`config.mk`:
```
export PLATFORM = sky130hd
export DESIGN_NAME = uart_ram_dumper
export DESIGN_NICKNAME = d
export VERILOG_FILES = /design/src/rtl/uart_pkg.sv /design/src/rtl/uart_tx_byte.sv /design/src/rtl/uart_ram_dumper.sv
export SDC_FILE = /design/constraint.sdc
export NUM_CORES = 1
export LEC_CHECK = 0
export CAP_MARGIN = 10
export CORE_ASPECT_RATIO = 1.1
export CORE_MARGIN = 4
export CORE_UTILIZATION = 39
export DETAILED_ROUTE_END_ITERATION = 10
export MAX_ROUTING_LAYER = met4
export PLACE_DENSITY = 0.67
export RECOVER_POWER = 50
export SLEW_MARGIN = 20
export SYNTH_ARGS = -nofsm -noshare
export SYNTH_HDL_FRONTEND = slang
export SYNTH_HIERARCHICAL = 1
export SYNTH_SLANG_ARGS = --single-unit
```
`constraint.sdc`:
```
create_clock -name clk -period 3.9 [get_ports clk]
set_input_delay 0.585 -clock clk [delete_from_list [all_inputs] [get_ports clk]]
set_output_delay 0.585 -clock clk [all_outputs]
set_load 0.1 [all_outputs]
```
`src/rtl/uart_pkg.sv`:
```
`default_nettype none
// ============================================================================
// Module      : uart_pkg
// Description : Shared UART constants and the RAM dumper state encoding.
// Revision    : 1.0 - initial release
// ============================================================================
package uart_pkg;

    localparam int UART_FRAME_BITS      = 10;
    localparam int DEFAULT_CLKS_PER_BIT = 868;

    typedef enum logic [2:0] {
        ST_IDLE  = 3'd0,
        ST_FETCH = 3'd1,
        ST_LOAD  = 3'd2,
        ST_SEND  = 3'd3,
        ST_NEXT  = 3'd4,
        ST_FIN   = 3'd5
    } dumper_state_t;

endpackage
`default_nettype wire

```
`src/rtl/uart_tx_byte.sv`:
```
`default_nettype none
// ============================================================================
// Module      : uart_tx_byte
// Description : Single-byte 8N1 serializer; tx_done marks the last stop cycle.
// Revision    : 1.0 - initial release
// ============================================================================
module uart_tx_byte
    import uart_pkg::*;
#(
    parameter int CLKS_PER_BIT = DEFAULT_CLKS_PER_BIT
) (
    input  logic       clk,
    input  logic       reset,
    input  logic       tx_start,
    input  logic [7:0] tx_data,
    output logic       tx_busy,
    output logic       tx_done,
    output logic       Tx_Serial
);

    localparam int                 c_cnt_w       = (CLKS_PER_BIT > 1) ? $clog2(CLKS_PER_BIT) : 1;
    localparam logic [c_cnt_w-1:0] c_last_clk    = c_cnt_w'(CLKS_PER_BIT - 1);
    localparam logic [c_cnt_w-1:0] c_prelast_clk = c_cnt_w'(CLKS_PER_BIT - 2);
    localparam logic [c_cnt_w-1:0] c_clk_one     = c_cnt_w'(1);
    localparam logic [3:0]         c_stop_bit    = 4'(UART_FRAME_BITS - 1);

    logic               r_busy;
    logic               r_done;
    logic               r_tx;
    logic [8:0]         r_shift;
    logic [c_cnt_w-1:0] r_clk_cnt;
    logic [3:0]         r_bit_cnt;

    always_ff @(posedge clk or posedge reset) begin
        if (reset) begin
            r_busy    <= 1'b0;
            r_done    <= 1'b0;
            r_tx      <= 1'b1;
            r_shift   <= '0;
            r_clk_cnt <= '0;
            r_bit_cnt <= '0;
        end else begin
            r_done <= 1'b0;
            if (!r_busy) begin
                if (tx_start) begin
                    r_busy    <= 1'b1;
                    r_tx      <= 1'b0;
                    r_shift   <= {1'b1, tx_data};
                    r_clk_cnt <= '0;
                    r_bit_cnt <= '0;
                end
            end else if (r_clk_cnt == c_last_clk) begin
                r_clk_cnt <= '0;
                if (r_bit_cnt == c_stop_bit) begin
                    r_busy <= 1'b0;
                end else begin
                    // shift register refills with 1s so the stop bit falls out last
                    r_bit_cnt <= r_bit_cnt + 4'd1;
                    r_tx      <= r_shift[0];
                    r_shift   <= {1'b1, r_shift[8:1]};
                end
            end else begin
                r_clk_cnt <= r_clk_cnt + c_clk_one;
                r_done    <= (r_bit_cnt == c_stop_bit) && (r_clk_cnt == c_prelast_clk);
            end
        end
    end

    assign tx_busy   = r_busy;
    assign tx_done   = r_done;
    assign Tx_Serial = r_tx;

endmodule
`default_nettype wire

```
`src/rtl/uart_ram_dumper.sv`:
```
`default_nettype none
// ============================================================================
// Module      : uart_ram_dumper
// Description : Reads a block of 32-bit RAM words and sends them LSB-byte first over UART.
// Revision    : 1.0 - initial release
// ============================================================================
module uart_ram_dumper
    import uart_pkg::*;
#(
    parameter int CLKS_PER_BIT = DEFAULT_CLKS_PER_BIT,
    parameter int ADDR_W       = 10
) (
    input  logic              clk,
    input  logic              reset,
    input  logic              start,
    input  logic [ADDR_W-1:0] base_addr,
    input  logic [ADDR_W:0]   word_count,
    output logic              ram_rd_en,
    output logic [ADDR_W-1:0] ram_addr,
    input  logic [31:0]       ram_rdata,
    output logic              busy,
    output logic              done,
    output logic              Tx_Serial
);

    localparam logic [ADDR_W-1:0] c_ptr_one = ADDR_W'(1);
    localparam logic [ADDR_W:0]   c_rem_one = (ADDR_W + 1)'(1);

    dumper_state_t     r_state;
    logic [ADDR_W-1:0] r_ptr;
    logic [ADDR_W-1:0] r_addr;
    logic [ADDR_W:0]   r_rem;
    logic [31:0]       r_buf;
    logic [1:0]        r_byte_idx;
    logic              r_busy;
    logic              r_done;
    logic              r_rd_en;

    logic              w_tx_start;
    logic [7:0]        w_tx_data;
    logic              w_tx_busy;
    logic              w_tx_done;

    // Byte 0 goes straight from the RAM port in LOAD so the inter-word gap stays at three cycles.
    always_comb begin
        w_tx_start = 1'b0;
        w_tx_data  = r_buf[{r_byte_idx, 3'b000} +: 8];
        if (r_state == ST_LOAD) begin
            w_tx_start = 1'b1;
            w_tx_data  = ram_rdata[7:0];
        end else if (r_state == ST_SEND && !w_tx_busy) begin
            w_tx_start = 1'b1;
        end
    end

    always_ff @(posedge clk or posedge reset) begin
        if (reset) begin
            r_state    <= ST_IDLE;
            r_ptr      <= '0;
            r_addr     <= '0;
            r_rem      <= '0;
            r_buf      <= '0;
            r_byte_idx <= '0;
            r_busy     <= 1'b0;
            r_done     <= 1'b0;
            r_rd_en    <= 1'b0;
        end else begin
            r_done  <= 1'b0;
            r_rd_en <= 1'b0;
            case (r_state)
                ST_IDLE: begin
                    if (start) begin
                        r_busy <= 1'b1;
                        if (word_count != '0) begin
                            r_ptr   <= base_addr;
                            r_rem   <= word_count;
                            r_addr  <= base_addr;
                            r_rd_en <= 1'b1;
                            r_state <= ST_FETCH;
                        end else begin
                            r_done  <= 1'b1;
                            r_state <= ST_FIN;
                        end
                    end
                end
                ST_FETCH: r_state <= ST_LOAD;
                ST_LOAD: begin
                    r_buf      <= ram_rdata;
                    r_byte_idx <= '0;
                    r_state    <= ST_SEND;
                end
                ST_SEND: begin
                    if (w_tx_done) begin
                        if (r_byte_idx == 2'd3) r_state <= ST_NEXT;
                        else                    r_byte_idx <= r_byte_idx + 2'd1;
                    end
                end
                ST_NEXT: begin
                    r_ptr <= r_ptr + c_ptr_one;
                    r_rem <= r_rem - c_rem_one;
                    if (r_rem == c_rem_one) begin
                        r_done  <= 1'b1;
                        r_state <= ST_FIN;
                    end else begin
                        r_addr  <= r_ptr + c_ptr_one;
                        r_rd_en <= 1'b1;
                        r_state <= ST_FETCH;
                    end
                end
                ST_FIN: begin
                    r_busy  <= 1'b0;
                    r_state <= ST_IDLE;
                end
                default: begin
                    r_busy  <= 1'b0;
                    r_state <= ST_IDLE;
                end
            endcase
        end
    end

    uart_tx_byte #(
        .CLKS_PER_BIT(CLKS_PER_BIT)
    ) u_tx (
        .clk       (clk),
        .reset     (reset),
        .tx_start  (w_tx_start),
        .tx_data   (w_tx_data),
        .tx_busy   (w_tx_busy),
        .tx_done   (w_tx_done),
        .Tx_Serial (Tx_Serial)
    );

    assign ram_rd_en = r_rd_en;
    assign ram_addr  = r_addr;
    assign busy      = r_busy;
    assign done      = r_done;

endmodule
`default_nettype wire

```
After elaboration in Yosys (flattened, before gate mapping)
Index checks and enable logic that the tools add are counted.
{"block": "totals", "register_bits": 97, "latchBits": 0, "ramBits": 0, "rom_bits": 0, "in_bits": 56, "output_inout_bits": 14, "mem_count": 0}
{"block": "op_classes", "add_sub_neg": 5, "n_mul": 0, "div_mod_pow": 0, "n_lt_le_gt_ge": 0, "n_eq_ne": 17, "shifts": 1, "muxes": 51, "bitwise": 1, "reduce_logical": 15}
{"op": "10-bit 2-to-1 mux", "count": 6}
{"op": "10-bit case mux with 2 select lines", "count": 2}
{"op": "9-bit 2-to-1 mux", "count": 4}
{"op": "32-bit by 6-bit indexed part select with 8-bit output", "count": 1}
{"op": "11-bit 2-to-1 mux", "count": 2}
{"op": "11-bit case mux with 2 select lines", "count": 1}
{"op": "10-bit by 1-bit adder with 10-bit output, second input constant", "count": 2}
{"op": "10-bit equality test, second input constant", "count": 2}
{"op": "1-bit 2-to-1 mux", "count": 19}
{"op": "4-bit 2-to-1 mux", "count": 4}
{"op": "3-bit 2-to-1 mux", "count": 5}
{"op": "3-bit case mux with 5 select lines", "count": 1}
{"op": "2-bit != test, second input constant", "count": 6}
{"op": "3-bit AND reduction", "count": 4}
{"op": "11-bit by 1-bit equality test with 1-bit output, second input constant", "count": 1}
{"op": "11-bit nonzero test", "count": 1}
{"op": "11-bit by 1-bit subtractor with 11-bit output, second input constant", "count": 1}
{"op": "8-bit 2-to-1 mux", "count": 1}
{"op": "3-bit by 2-bit equality test with 1-bit output, second input constant", "count": 2}
{"op": "1-bit case mux with 2 select lines", "count": 3}
{"op": "2-bit nonzero test", "count": 3}
{"op": "4-bit by 1-bit adder with 4-bit output, second input constant", "count": 1}
{"op": "4-bit equality test, second input constant", "count": 1}
{"op": "2-bit 2-to-1 mux", "count": 2}
{"op": "other kinds (13)", "count": 15}

Depth between registers and ports, before layout
Gate-level depths: netlist (run 1).
{"block": "logic_depth", "word_depth": 6, "ltp_mapped": 9}

Cells and area by module
The synthesis (run 1) kept the hierarchy.
{"module": "uart_ram_dumper", "instances": 1, "cells_per_inst": 386, "area_each_um2": 3678.5, "seq_area_each_um2": 1776.7}
{"module": "uart_tx_byte", "instances": 1, "cells_per_inst": 118, "area_each_um2": 1402.6, "seq_area_each_um2": 651.9}

Worst setup path before layout (run 1)
Ideal clock, no wire load.
{"block": "synth_timing", "path_type": "flip-flop to flip-flop", "start": "reg r_byte_idx[0]", "end": "reg u_tx.r_shift[1]", "arrival_time_ps": 1934, "path_slack_ps": 1841, "stages_incl_launch_ff": 7, "synth_period_minus_slack_ps": 2059, "path_cell_list": "dfrtp_1 clkbuf_1 mux4_2 nand2_1 nand2_1 mux2_2 mux2_4"}
{"block": "synth_between", "elab_chain_cells": 4}
{"item": "from (decl)", "line": "uart_ram_dumper.sv:34", "text": "logic [1:0] r_byte_idx;"}
{"item": "from (signal assigned)", "line": "uart_ram_dumper.sv:95", "text": "else r_byte_idx <= r_byte_idx + 2'd1;"}
{"item": "32-bit by 6-bit indexed part select with 8-bit output", "line": "uart_ram_dumper.sv:47", "text": "w_tx_data = r_buf[{r_byte_idx, 3'b000} +: 8];"}
{"item": "8-bit 2-to-1 mux", "line": "uart_ram_dumper.sv:48", "text": "if (r_state == ST_LOAD) begin"}
{"item": "named net w_tx_data[1]", "line": "uart_ram_dumper.sv:40", "text": "logic [7:0] w_tx_data;"}
{"item": "9-bit 2-to-1 mux", "line": "uart_tx_byte.sv:45", "text": "if (tx_start) begin"}
{"item": "9-bit 2-to-1 mux", "line": "uart_tx_byte.sv:44", "text": "if (!r_busy) begin"}
{"item": "to (signal assigned)", "line": "uart_tx_byte.sv:48", "text": "r_shift <= {1'b1, tx_data};"}
{"item": "to (signal assigned)", "line": "uart_tx_byte.sv:60", "text": "r_shift <= {1'b1, r_shift[8:1]};"}
{"item": "to (decl)", "line": "uart_tx_byte.sv:30", "text": "logic [8:0] r_shift;"}
The timed path passes the listed nets, and every way through them passes these cells. The select of a mux whose other input is x is not followed.
A chain may end at the register's enable or synchronous reset.

Worst setup path after layout (run 1)
{"block": "layout_timing", "start": "reg r_state[0]", "end": "reg r_addr[8] (netlist: ram_addr[8])"}
{"block": "layout_between", "elab_chain_cells": 3, "elab_cells_between_ends": 8}
{"item": "from (decl)", "line": "uart_ram_dumper.sv:29", "text": "dumper_state_t r_state;"}
{"item": "from (signal assigned)", "line": "uart_ram_dumper.sv:58", "text": "r_state <= ST_IDLE;"}
{"item": "from (signal assigned)", "line": "uart_ram_dumper.sv:79", "text": "r_state <= ST_FETCH;"}
{"item": "from (signal assigned)", "line": "uart_ram_dumper.sv:82", "text": "r_state <= ST_FIN;"}
{"item": "3-bit equality test or 3-bit zero test (tied branches)", "line": "uart_ram_dumper.sv:70", "text": "case (r_state)"}
{"item": "2-bit != test (no line) or 2-bit nonzero test (tied branches)"}
{"item": "4-bit AND reduction (no line)"}
{"item": "to (signal assigned)", "line": "uart_ram_dumper.sv:77", "text": "r_addr <= base_addr;"}
{"item": "to (signal assigned)", "line": "uart_ram_dumper.sv:105", "text": "r_addr <= r_ptr + c_ptr_one;"}
{"item": "to (decl)", "line": "uart_ram_dumper.sv:31", "text": "logic [ADDR_W-1:0] r_addr;"}
Parallel ways exist; a longest one is shown, timed or not.

==> flow_summary_export.csv, run 1 <==
group,metric,value,unit
detailed_routing,routed_wl,10800,µm
final_layout,postLayoutCoreUtil,48.7,%
global_routing,met2_usage,24.6,%
critical_path,cp_max_fo,12,
final_layout,nets,627,
clock_tree,worstSkewPairLatency,0.35,ns
detailed_routing,wl_cell,14.9,µm
synth,synth.top_cells.by_area,"sky130_fd_sc_hd__dfrtp_1 (47%), sky130_fd_sc_hd__nand2_1 (9.5%), sky130_fd_sc_hd__mux2_2 (4.4%)",
critical_path,cp.required,4.13,ns
place,gp_routability_congestion,0.887,
floorplan,die_y,128,µm
min_path,holdCritPathClass,"reg2reg",
floorplan,initial_core_util,40.0,%
detailed_routing,via_count_normalized_by_instance_count,5.31,
clock_tree,clkSlewWorstSetupHoldPaths,0.07,ns
global_routing,pin_count_of_the_biggest_net_entering_global_routing,44,
sta,total_negative_slack_for_setup_checks,0,ns
min_path,holdPathStages,1,
synth,synth.avg_cell_area,10.1,µm²
clock_tree,clock_tree_from_tritoncts,"done",
place,detailedPlace.worstSlack,1.17,ns
critical_path,timing.setup.critical_path_class,"reg2reg",
global_routing,grt_util_met3,3.16,%
global_routing,number_of_antenna_violations_at_the_first_check_in_global_routing,0,
sta,tightestPinTransition,1.46,ns
power_and_ir_drop,power.density,450,nW/µm²
final_layout,diodes,0,
critical_path,timing.critical_path.buf_inv,0,
sta,maximum_clock_rate,369,MHz
sta,final_worst_path_period_share,69.5,%
floorplan,design.portCount,70,
clock_tree,clockRootBuffer,"sky130_fd_sc_hd__clkbuf_16",
detailed_routing,via_count,3850,
synth,synth_flop_cell,"sky130_fd_sc_hd__dfrtp_1",
final_layout,drive_gt1_share,13.6,%
floorplan,placement_rows,43,
detailed_routing,drt_first_pass_iters,4,
power_and_ir_drop,report.power.total,2.78,mW
synth,netlist.top_cell.by_area,"sky130_fd_sc_hd__dfrtp_1",
place,dp_hpwl,7670,µm
critical_path,cp_cell_sequence,"nor3b_1 -> nor2_1 -> a211o_2 -> mux2_4",
clock_tree,clock_tree.htree_level_count,3,
synth,post-synth-top-count-cell,"sky130_fd_sc_hd__nand2_1",
job,maxCapViolations,0,
global_routing,grt_pass1_wl,18700,µm
critical_path,endpoint_kind,"register",
clock_tree,cts_post_setup_buffers_inserted,0,
synth,synth_top_cells_by_count,"sky130_fd_sc_hd__nand2_1 (129), sky130_fd_sc_hd__dfrtp_1 (96), sky130_fd_sc_hd__nor2_1 (23), sky130_fd_sc_hd__o21ai_0 (23), sky130_fd_sc_hd__mux2_2 (20)",
sta,timing.final.ws_setup,1.19,ns
global_routing,grt.busiest_layer,"met2",
synth,yosys_warnings,6,
global_routing,met1_usage,21.9,%
status,run_status,"finished clean",
power_and_ir_drop,leakagePower,2.72,nW
detailed_routing,ant_nets,0,
critical_path,worst_path_largest_cell_delay,1.01,ns
sta,timing_max_transition_violations_final,0,
final_layout,area_growth,21.7,%
clock_tree,cts_buf_count,9,
place,placement.io_buffers,69,
synth,syn_area,5080,µm²
sta,grt_setup_unrepaired,"false",
clock_tree,cts.path.max_buffers,2,
synth,postSynthNetCount,568,
floorplan,design.die.area,14900,µm²
sta,report.final.hold_viol_count,0,
critical_path,crit_family,"simple AND/OR/NAND/NOR gates",
critical_path,signal_arrival_time_at_the_worst_endpoint,2.94,ns
critical_path,cp-start-kind,"register",
sta,timing.slew.headroom,2.61,%
sta,period_needed,2.71,ns
clock_tree,holdBufCountCts,0,
detailed_routing,detail_route.drc_violations,0,
clock_tree,clock-sinks,97,
sta,setup_violation_total_in_the_final_timing_report,0,
sta,final.hold.worst_slack,0.469,ns
synth,ys_types,65,
detailed_routing,drt_iter0_drc,233,
synth,synth.yosys.seq_area_share,47.8,%
global_routing,global_route.usage.total,16.2,%
clock_tree,cts_resized,0,
floorplan,die_x,117,µm
critical_path,critical_path.slowest_cell,"sky130_fd_sc_hd__nor3b_1",
synth,synth_enable_flop_cells,0,
synth,proportion_of_register_bits_with_asynchronous_set_or_reset_after_synthesis,100,%
global_routing,total_global_routing_overflow,0,
global_routing,vias_in_the_first_global_route,3853,
synth,flop_and_latch_count_out_of_synthesis,97,
synth,postSynthCellCount,504,
power_and_ir_drop,peakVddDrop,0.000213,V
synth,synth_top_cell_area_share,47.3,%
critical_path,path_depth,4,
floorplan,placeableCoreArea,12700,µm²
critical_path,ff2ff_path_depth,4,
sta,finClkSkew,0.00804,ns
power breakdown:
part | total [mW] | switching, mW | leakage, nW | internal, mW
clock | 0.913 | 0.405 | 0.143 | 0.508
sequential | 1.30 | 0.136 | 1.15 | 1.16
combinational | 0.572 | 0.292 | 1.42 | 0.280
total | 2.78 | 0.833 | 2.72 | 1.95
area by class of cell:
cell class	instances	area (µm²)
flip-flops and latches	97	2430
clock inverters	6	76.3
clock buffers	10	229
fillers	1185	6510
well taps	157	196
inverters	15	56.3
multi-input cells	366	2470
repair buffers	74	724
placed cells by master (no fill, tap or decap), drive strengths merged, types with 3 or more instances in the layout:
cell	n
a31oi	12
nand2b	7
a21o	3
nor2	23
a221o	3
dfrtp	96
nor4	7
a22o	6
nand4	5
and3	8
xor2	3
clkdlybuf4s50	67
inv	16
o21ai	23
ha	8
mux4	8
o22ai	3
a21oi	11
buf	4
mux2	34
o31ai	5
nand3	9
a211oi	3
nand2	129
clkbuf	11
or3b	3
nor3	9
nor3b	3
or3	7
o211ai	5
sequential cells by signal, summed over array words and instances, names as in the netlist:
signal          count
ram_addr           10
busy                1
u_tx/tx_done        1
done                1
r_ptr              10
r_rem              11
u_tx/r_clk_cnt     10
r_byte_idx          2
r_buf              32
u_tx/r_shift        9
ram_rd_en           1
u_tx/Tx_Serial      1
u_tx/tx_busy        1
u_tx/r_bit_cnt      4
r_state             3
through the flow:
step                area, µm²  cells
floorplan                5080    504
CTS                      6190    725
detailed placement       5890    709
finish                   6190    725
global placement         5890    709
global route             6190    725
metal layers:
layer | vias up | part of all wire, %
met5 | - | 0
met4 | 0 | 1.9
met3 | 15 | 3.2
met2 | 74 | 49
met1 | 1853 | 46
li1 | 1908 | -
worst register-to-register path, cell delays in order (launching register included):
cell and delay, ns:
sky130_fd_sc_hd__dfrtp_1 0.52, sky130_fd_sc_hd__nor3b_1 1.01, sky130_fd_sc_hd__nor2_1 0.21, sky130_fd_sc_hd__a211o_2 0.52
sky130_fd_sc_hd__mux2_4 0.34
kinds of logic (layout without fill, tap and decap cells):
logic type / count (synthesis) / after routing / synth area share, %
compound gates: 87 / 87 / 11.8
xor+xnor: 5 / 5 / 0.862
fa+ha+maj: 8 / 8 / 1.97
buf+inv: 41 / 105 / 3.45
flops: 97 / 97 / 47.8
mux: 44 / 44 / 12.4
simple gates: 222 / 222 / 21.6
worst paths after layout:
| path | slack [ns] | end | startpoint |
|---|---|---|---|
| max reg2reg | 1.19 | ram_addr[8] | r_state[0] |
| min | 0.47 | u_tx/r_shift[8] | u_tx/r_shift[8] |
| min in group asynchronous | 0.90 | r_byte_idx[0] | reset |
| max in group asynchronous | 1.79 | ram_rd_en | reset |
| max | 1.19 | ram_addr[8] | r_state[0] |
| min reg2reg | 0.47 | u_tx/r_shift[8] | u_tx/r_shift[8] |
Note: power is estimated with default switching activity, not from simulation.
==> run 2: changes to the inputs <==
- clock period: 3.9 -> 2.53 ns (I/O delays scaled with it)
==> run 2 against run 1 <==
Compared with the run above: the run now ends with max-capacitance violations, max-slew violations left; first-iteration DRC count is 11% lower; total power up 58%; die area unchanged; register-to-register slack got worse by 0.86 ns; count of clock-buffer cells in the layout fell by 1; fmax rose by 23%; routed wire length rose by 4.3%; critical path type unchanged; critical endpoint is now u_tx/r_shift[7]; largest cell class unchanged; largest power group unchanged; highest routed layer unchanged.
==> flow_summary_export.csv, run 2 (synthesis results as in run 1) <==
group,metric,value,unit
status,run_status,"finished with violations",
status,violations_in_the_final_reports,"max-capacitance violations, max-slew violations",
critical_path,endpoint_kind,"register",
global_routing,vias_in_the_first_global_route,4127,
clock_tree,cts_post_setup_buffers_inserted,0,
floorplan,design.portCount,70,
global_routing,global_route.usage.total,16.7,%
final_layout,nets,638,
critical_path,crit_end,"u_tx/r_shift[7]",
clock_tree,clock_tree_from_tritoncts,"done",
global_routing,total_global_routing_overflow,0,
global_routing,pin_count_of_the_biggest_net_entering_global_routing,72,
final_layout,drive_gt1_share,16.9,%
sta,grt_setup_unrepaired,"false",
final_layout,biggestRegsByFlops,"r_buf: 32 flops, r_rem: 11 flops",
sta,total_negative_slack_for_setup_checks,0,ns
critical_path,cp_max_fo,12,
final_layout,postLayoutCoreUtil,49.1,%
floorplan,die_y,128,µm
final_layout,largest_reg_flops,32,
detailed_routing,drt_iter0_drc,208,
clock_tree,clock-sinks,97,
sta,maximum_clock_rate,455,MHz
global_routing,grt_pass1_wl,19400,µm
critical_path,critical_path.slowest_cell,"sky130_fd_sc_hd__a21oi_2",
power_and_ir_drop,power.density,705,nW/µm²
place,dpl-instance-area,5950,µm²
detailed_routing,ant_nets,0,
sta,tightestPinTransition,1.61,ns
clock_tree,holdBufCountCts,0,
sta,period_needed,2.20,ns
power_and_ir_drop,share_of_total_power_in_the_clock_network,34.4,%
power_and_ir_drop,internal_power,3.09,mW
critical_path,ff2ff_path_depth,3,
place,detailedPlace.worstSlack,0.129,ns
critical_path,cp.required,2.76,ns
power_and_ir_drop,switchingPower,1.30,mW
final_layout,layout.cells.most_common_list,"sky130_fd_sc_hd__nand2_1 (129), sky130_fd_sc_hd__dfrtp_1 (96), sky130_fd_sc_hd__clkdlybuf4s50_1 (53)",
critical_path,ff2ff_setup_slack,0.33,ns
critical_path,worst_path_largest_cell_delay,0.72,ns
clock_tree,cts_buf_count,9,
clock_tree,clockRootBuffer,"sky130_fd_sc_hd__clkbuf_16",
critical_path,path_depth,3,
critical_path,signal_arrival_time_at_the_worst_endpoint,2.43,ns
place,gp_routability_congestion,0.892,
final_layout,layout_commonest_cell,"sky130_fd_sc_hd__nand2_1",
global_routing,number_of_antenna_violations_at_the_first_check_in_global_routing,0,
clock_tree,clock_tree.htree_level_count,3,
critical_path,critical_path.reg2reg.endpoint,"u_tx/r_shift[7]",
detailed_routing,via_count_normalized_by_instance_count,5.35,
floorplan,initial_core_util,40.0,%
floorplan,design.die.area,14900,µm²
final_layout,area_growth,22.7,%
place,dp_hpwl,8080,µm
place,placement.io_buffers,69,
clock_tree,clkSlewWorstSetupHoldPaths,0.07,ns
critical_path,cp-start-kind,"register",
final_layout,regMostFlops,"r_buf",
sta,final_worst_path_period_share,86.8,%
detailed_routing,via_count,3934,
sta,finClkSkew,0.00577,ns
sta,timing.slew.headroom,-7.01,%
job,maxCapViolations,1,
detailed_routing,wl_cell,15.3,µm
sta,setup_violation_total_in_the_final_timing_report,0,
power_and_ir_drop,power_frac_seq,45.5,%
critical_path,timing.critical_path.buf_inv,1,
critical_path,crit_path_from,"u_tx/tx_busy",
sta,final.hold.worst_slack,0.470,ns
power_and_ir_drop,comb_power_share,20.1,%
final_layout,finished_layout_cells,736,
detailed_routing,routed_wl,11300,µm
floorplan,placeableCoreArea,12700,µm²
detailed_routing,detail_route.drc_violations,0,
critical_path,timing.setup.critical_path_class,"reg2reg",
min_path,holdCritPathClass,"reg2reg",
floorplan,die_x,117,µm
place,dpl.cell_count,720,
sta,timing.final.ws_setup,0.334,ns
power_and_ir_drop,report.power.total,4.40,mW
critical_path,cp_cell_sequence,"clkinv_1 -> a21oi_2 -> mux2_2",
critical_path,crit_family,"compound AO/OA/AOI/OAI gates",
clock_tree,worstSkewPairLatency,0.35,ns
clock_tree,cts_resized,0,
final_layout,diodes,0,
floorplan,placement_rows,43,
final_layout,final_area,6230,µm²
detailed_routing,drt_first_pass_iters,4,
sta,report.final.hold_viol_count,0,
power_and_ir_drop,leakagePower,2.77,nW
power_and_ir_drop,peakVddDrop,0.000321,V
clock_tree,cts.path.max_buffers,2,
sta,timing_max_transition_violations_final,72,
power_and_ir_drop,power.share.switching,29.7,%
critical_path,startpoint_of_the_most_critical_register_to_register_path,"u_tx/tx_busy",
## run 2: cell types whose count changed in the layout (fill, tap and decap cells not counted), sizes merged
cell / delta
clkinvlp: -1
clkbuf: +5
buf: +19
bufinv: +1
clkinv: +1
clkdlybuf4s50: -14
## run 2: power groups by stage
stage	registers [mW]	logic [mW]	clock network, mW
after detailed placement	2.03	0.905	0
after global routing	2.04	0.983	1.62
after global placement	2.01	0.872	0
final	2.00	0.883	1.51
after CTS	2.00	0.907	1.54
after floorplan	2.12	0.518	0
## run 2: area by class of cell
cell class,count,area [µm²]
fill,1165,6460
clock inverter,7,101
tap,157,196
clock buffer,9,225
timing repair buffer,85,747
multi-input combinational,366,2480
sequential,97,2430
inverter,15,56.3
## run 2: how the worst min path moves through the flow
| stage | startpoint | to | slack [ns] | cells after the start |
|---|---|---|---|---|
| after floorplan | reset | u_tx/r_bit_cnt[0] | 0.42 | 1 |
| after global placement | u_tx/r_shift[8] | u_tx/r_shift[8] | 0.45 | 1 |
| after detailed placement | u_tx/r_shift[8] | u_tx/r_shift[8] | 0.45 | 1 |
| after CTS | reset | u_tx/r_clk_cnt[6] | 0.43 | 2 |
| after global routing | u_tx/r_shift[8] | u_tx/r_shift[8] | 0.49 | 1 |
| final | u_tx/r_shift[8] | u_tx/r_shift[8] | 0.47 | 1 |
## run 2: layer usage
layer / GRT usage (%) / share of wire [%] / routed length, µm
met2: 27.1 / 49 / 5570
met3: 2.69 / 3.2 / 365
met1: 21.5 / 46 / 5170
met4: 5.33 / 1.6 / 176
met5: - / 0 / 0
==> run 3: changes to the inputs <==
- ABC_AREA: unset -> 1
==> run 3 against run 2 <==
Compared with the run above: the run now ends clean; synthesized cell count grew 45%; first-iteration DRC count grew 48%; sequential share of layout area shrank 0.56 points; utilization shrank 1.2 points; flip-flop and latch count is the same; die area grew 3.7%; fmax grew 12%; combinational power shrank 78%; critical path depth grew 5; via count grew 19%.
==> flow_summary_export.csv, run 3 <==
group,metric,value,unit
critical_path,endpoint_kind,"register",
critical_path,signal_arrival_time_at_the_worst_endpoint,2.20,ns
clock_tree,cts.path.max_buffers,2,
synth,synth_top_cells_by_count,"sky130_fd_sc_hd__nand2_1 (306), sky130_fd_sc_hd__dfrtp_1 (96), sky130_fd_sc_hd__nand3_1 (86), sky130_fd_sc_hd__inv_1 (58), sky130_fd_sc_hd__o21ai_0 (40)",
synth,post-synth-top-count-cell,"sky130_fd_sc_hd__nand2_1",
sta,report.final.hold_viol_count,0,
detailed_routing,via_count_normalized_by_instance_count,4.89,
clock_tree,worstSkewPairLatency,0.34,ns
final_layout,final-seq-area,2430,µm²
synth,synth_enable_flop_cells,0,
global_routing,number_of_antenna_violations_at_the_first_check_in_global_routing,0,
sta,finClkSkew,0.00718,ns
power_and_ir_drop,leakagePower,3.17,nW
critical_path,cp_max_fo,12,
detailed_routing,routed_wl,12500,µm
clock_tree,cts_buf_count,9,
min_path,holdCritPathClass,"reg2reg",
power_and_ir_drop,internal_power,2.56,mW
sta,grt_setup_unrepaired,"false",
floorplan,placeableCoreArea,13200,µm²
detailed_routing,detail_route.drc_violations,0,
sta,setup_violation_total_in_the_final_timing_report,0,
global_routing,grt_pass1_wl,21300,µm
final_layout,filler_cell_count,1341,
synth,ys_types,36,
synth,synth.avg_cell_area,7.24,µm²
final_layout,nets,853,
place,gp_routability_congestion,0.870,
min_path,holdPathStages,2,
final_layout,layout.cells.most_common_list,"sky130_fd_sc_hd__nand2_1 (306), sky130_fd_sc_hd__dfrtp_1 (96), sky130_fd_sc_hd__nand3_1 (86)",
global_routing,pin_count_of_the_biggest_net_entering_global_routing,43,
floorplan,die_y,130,µm
detailed_routing,ant_nets,0,
power_and_ir_drop,comb_power_share,5.8,%
synth,postSynthCellCount,729,
critical_path,timing.setup.critical_path_class,"reg2reg",
clock_tree,cts_post_setup_buffers_inserted,0,
power_and_ir_drop,power_frac_seq,48.8,%
final_layout,multiInputGateArea,2430,µm²
floorplan,initial_core_util,40.0,%
synth,flop_and_latch_count_out_of_synthesis,97,
critical_path,cp-start-kind,"register",
floorplan,placement_rows,44,
detailed_routing,via_count,4668,
synth,netlist.top_cell.by_area,"sky130_fd_sc_hd__dfrtp_1",
power_and_ir_drop,power.share.switching,21.9,%
place,dpl-instance-area,6040,µm²
clock_tree,clkSlewWorstSetupHoldPaths,0.07,ns
final_layout,regMostFlops,"r_buf",
critical_path,critical_path.reg2reg.endpoint,"ram_addr[2]",
synth,synth_top_cell_area_share,45.5,%
sta,period_needed,1.96,ns
synth,postSynthNetCount,793,
synth,syn_area,5280,µm²
final_layout,layout_commonest_cell,"sky130_fd_sc_hd__nand2_1",
detailed_routing,drt_first_pass_iters,4,
critical_path,ff2ff_path_depth,8,
floorplan,die_x,119,µm
clock_tree,clock_tree.htree_level_count,3,
final_layout,biggestRegsByFlops,"r_buf: 32 flops, r_rem: 11 flops",
global_routing,global_route.usage.total,17.4,%
power_and_ir_drop,switchingPower,716,µW
floorplan,design.portCount,70,
place,dp_hpwl,8810,µm
critical_path,ff2ff_setup_slack,0.57,ns
synth,synth.top_cells.by_area,"sky130_fd_sc_hd__dfrtp_1 (45%), sky130_fd_sc_hd__nand2_1 (22%), sky130_fd_sc_hd__nand3_1 (8.1%)",
power_and_ir_drop,report.power.total,3.27,mW
power_and_ir_drop,peakVddDrop,0.000291,V
clock_tree,clock-sinks,97,
clock_tree,clockRootBuffer,"sky130_fd_sc_hd__clkbuf_16",
clock_tree,holdBufCountCts,0,
final_layout,area_growth,19.8,%
sta,tightestPinTransition,1.19,ns
global_routing,total_global_routing_overflow,0,
clock_tree,clock_tree_from_tritoncts,"done",
global_routing,vias_in_the_first_global_route,4615,
detailed_routing,drt_iter0_drc,307,
detailed_routing,wl_cell,13.1,µm
job,maxCapViolations,0,
synth,synth_flop_cell,"sky130_fd_sc_hd__dfrtp_1",
final_layout,final_area,6330,µm²
floorplan,design.die.area,15500,µm²
sta,timing.slew.headroom,21.2,%
sta,total_negative_slack_for_setup_checks,0,ns
synth,yosys_warnings,6,
critical_path,cp.required,2.76,ns
place,placement.io_buffers,69,
min_path,hold_start,"u_tx/r_shift[8]",
final_layout,largest_reg_flops,32,
status,run_status,"finished clean",
final_layout,diodes,0,
power_and_ir_drop,power.density,517,nW/µm²
synth,proportion_of_register_bits_with_asynchronous_set_or_reset_after_synthesis,100,%
power_and_ir_drop,share_of_total_power_in_the_clock_network,45.3,%
critical_path,startpoint_of_the_most_critical_register_to_register_path,"r_state[1]",
clock_tree,cts_resized,0,
synth,synth.yosys.seq_area_share,46.0,%
sta,maximum_clock_rate,509,MHz
sta,timing_max_transition_violations_final,0,
final_layout,drive_gt1_share,7.56,%
sta,final_worst_path_period_share,77.7,%
min_path,whs_endpoint,"u_tx/r_shift[8]",
==> run 3: changes by cell type in the layout (fill, tap and decap cells not counted), moves of 7 or more <==
cell                       change
sky130_fd_sc_hd__inv_1        +45
sky130_fd_sc_hd__nor2_1       +14
sky130_fd_sc_hd__nand3_1      +77
sky130_fd_sc_hd__mux2_4       -13
sky130_fd_sc_hd__and3_1        -8
sky130_fd_sc_hd__nand2_2       +8
sky130_fd_sc_hd__nand2b_1      -7
sky130_fd_sc_hd__mux2_2       -20
sky130_fd_sc_hd__mux4_2        -8
sky130_fd_sc_hd__a31oi_1      -12
sky130_fd_sc_hd__nand2_1     +177
sky130_fd_sc_hd__o21ai_0      +17
==> run 3: layout make-up <==
type                    count  area share (%)
clock buffers              10            3.62
multi-input cells         539            38.5
inverters                  63            3.74
repair buffers             79            11.2
well taps                 161            3.18
flip-flops and latches     97            38.4
clock inverters             6            1.42
==> run 3: kinds of logic after synthesis <==
kind of cell	synth area share, %
xor gates and xnor gates	0.995
AOI/OAI and AO/OA	5.97
DFF	46.0
buffers and inverters	7.70
adders and majority gates	1.90
and+or+nand+nor	37.5
==> run 3: how the worst max path moves through the flow <==
stage,startpoint,endpoint,cells past startpoint,slack [ns]
6_report,r_state[1],ram_addr[2],8,0.57
3_3_place_gp,word_count[1],ram_addr[9],10,0.50
4_1_cts,r_state[1],u_tx/r_shift[4],9,0.60
5_1_grt,r_state[1],ram_addr[3],8,0.39
3_5_place_dp,word_count[1],ram_addr[3],10,0.43
2_1_floorplan,reset,busy,1,0.35
==> run 3: power groups by stage <==
stage	registers [mW]	clock network (mW)	logic, mW
2_1_floorplan	1.62	0	0.0800
3_3_place_gp	1.63	0	0.196
3_5_place_dp	1.63	0	0.197
4_1_cts	1.60	1.52	0.198
5_1_grt	1.60	1.58	0.218
6_report	1.60	1.48	0.191
==> run 3: through the flow <==
stage          setup slack (ns)  utilization [%]  hold slack (ns)  instances
6_report                  0.565             47.9            0.453        955
5_1_grt                   0.394             47.9            0.485        955
4_1_cts                   0.601             48.2            0.427        955
3_5_place_dp              0.431             45.7            0.442        939
3_3_place_gp              0.499             45.7            0.433        939
2_1_floorplan             0.354                -            0.418        729
==> run 3: critical path: stages (launching register included) <==
cell	delay [ns]
sky130_fd_sc_hd__dfrtp_1	0.43
sky130_fd_sc_hd__nor2_4	0.17
sky130_fd_sc_hd__inv_2	0.07
sky130_fd_sc_hd__nor3_1	0.44
sky130_fd_sc_hd__nand2_2	0.21
sky130_fd_sc_hd__nand2_2	0.26
sky130_fd_sc_hd__inv_2	0.14
sky130_fd_sc_hd__nand2_1	0.09
sky130_fd_sc_hd__nand2_1	0.04
==> run 3: layer usage <==
metal | up-vias | global-route usage [%] | wire, µm
li1 | 2408 | - | -
met1 | 2130 | 21.3 | 5690
met2 | 110 | 29.3 | 6020
met3 | 20 | 3.38 | 567
met4 | 0 | 5.73 | 252
met5 | - | - | 0
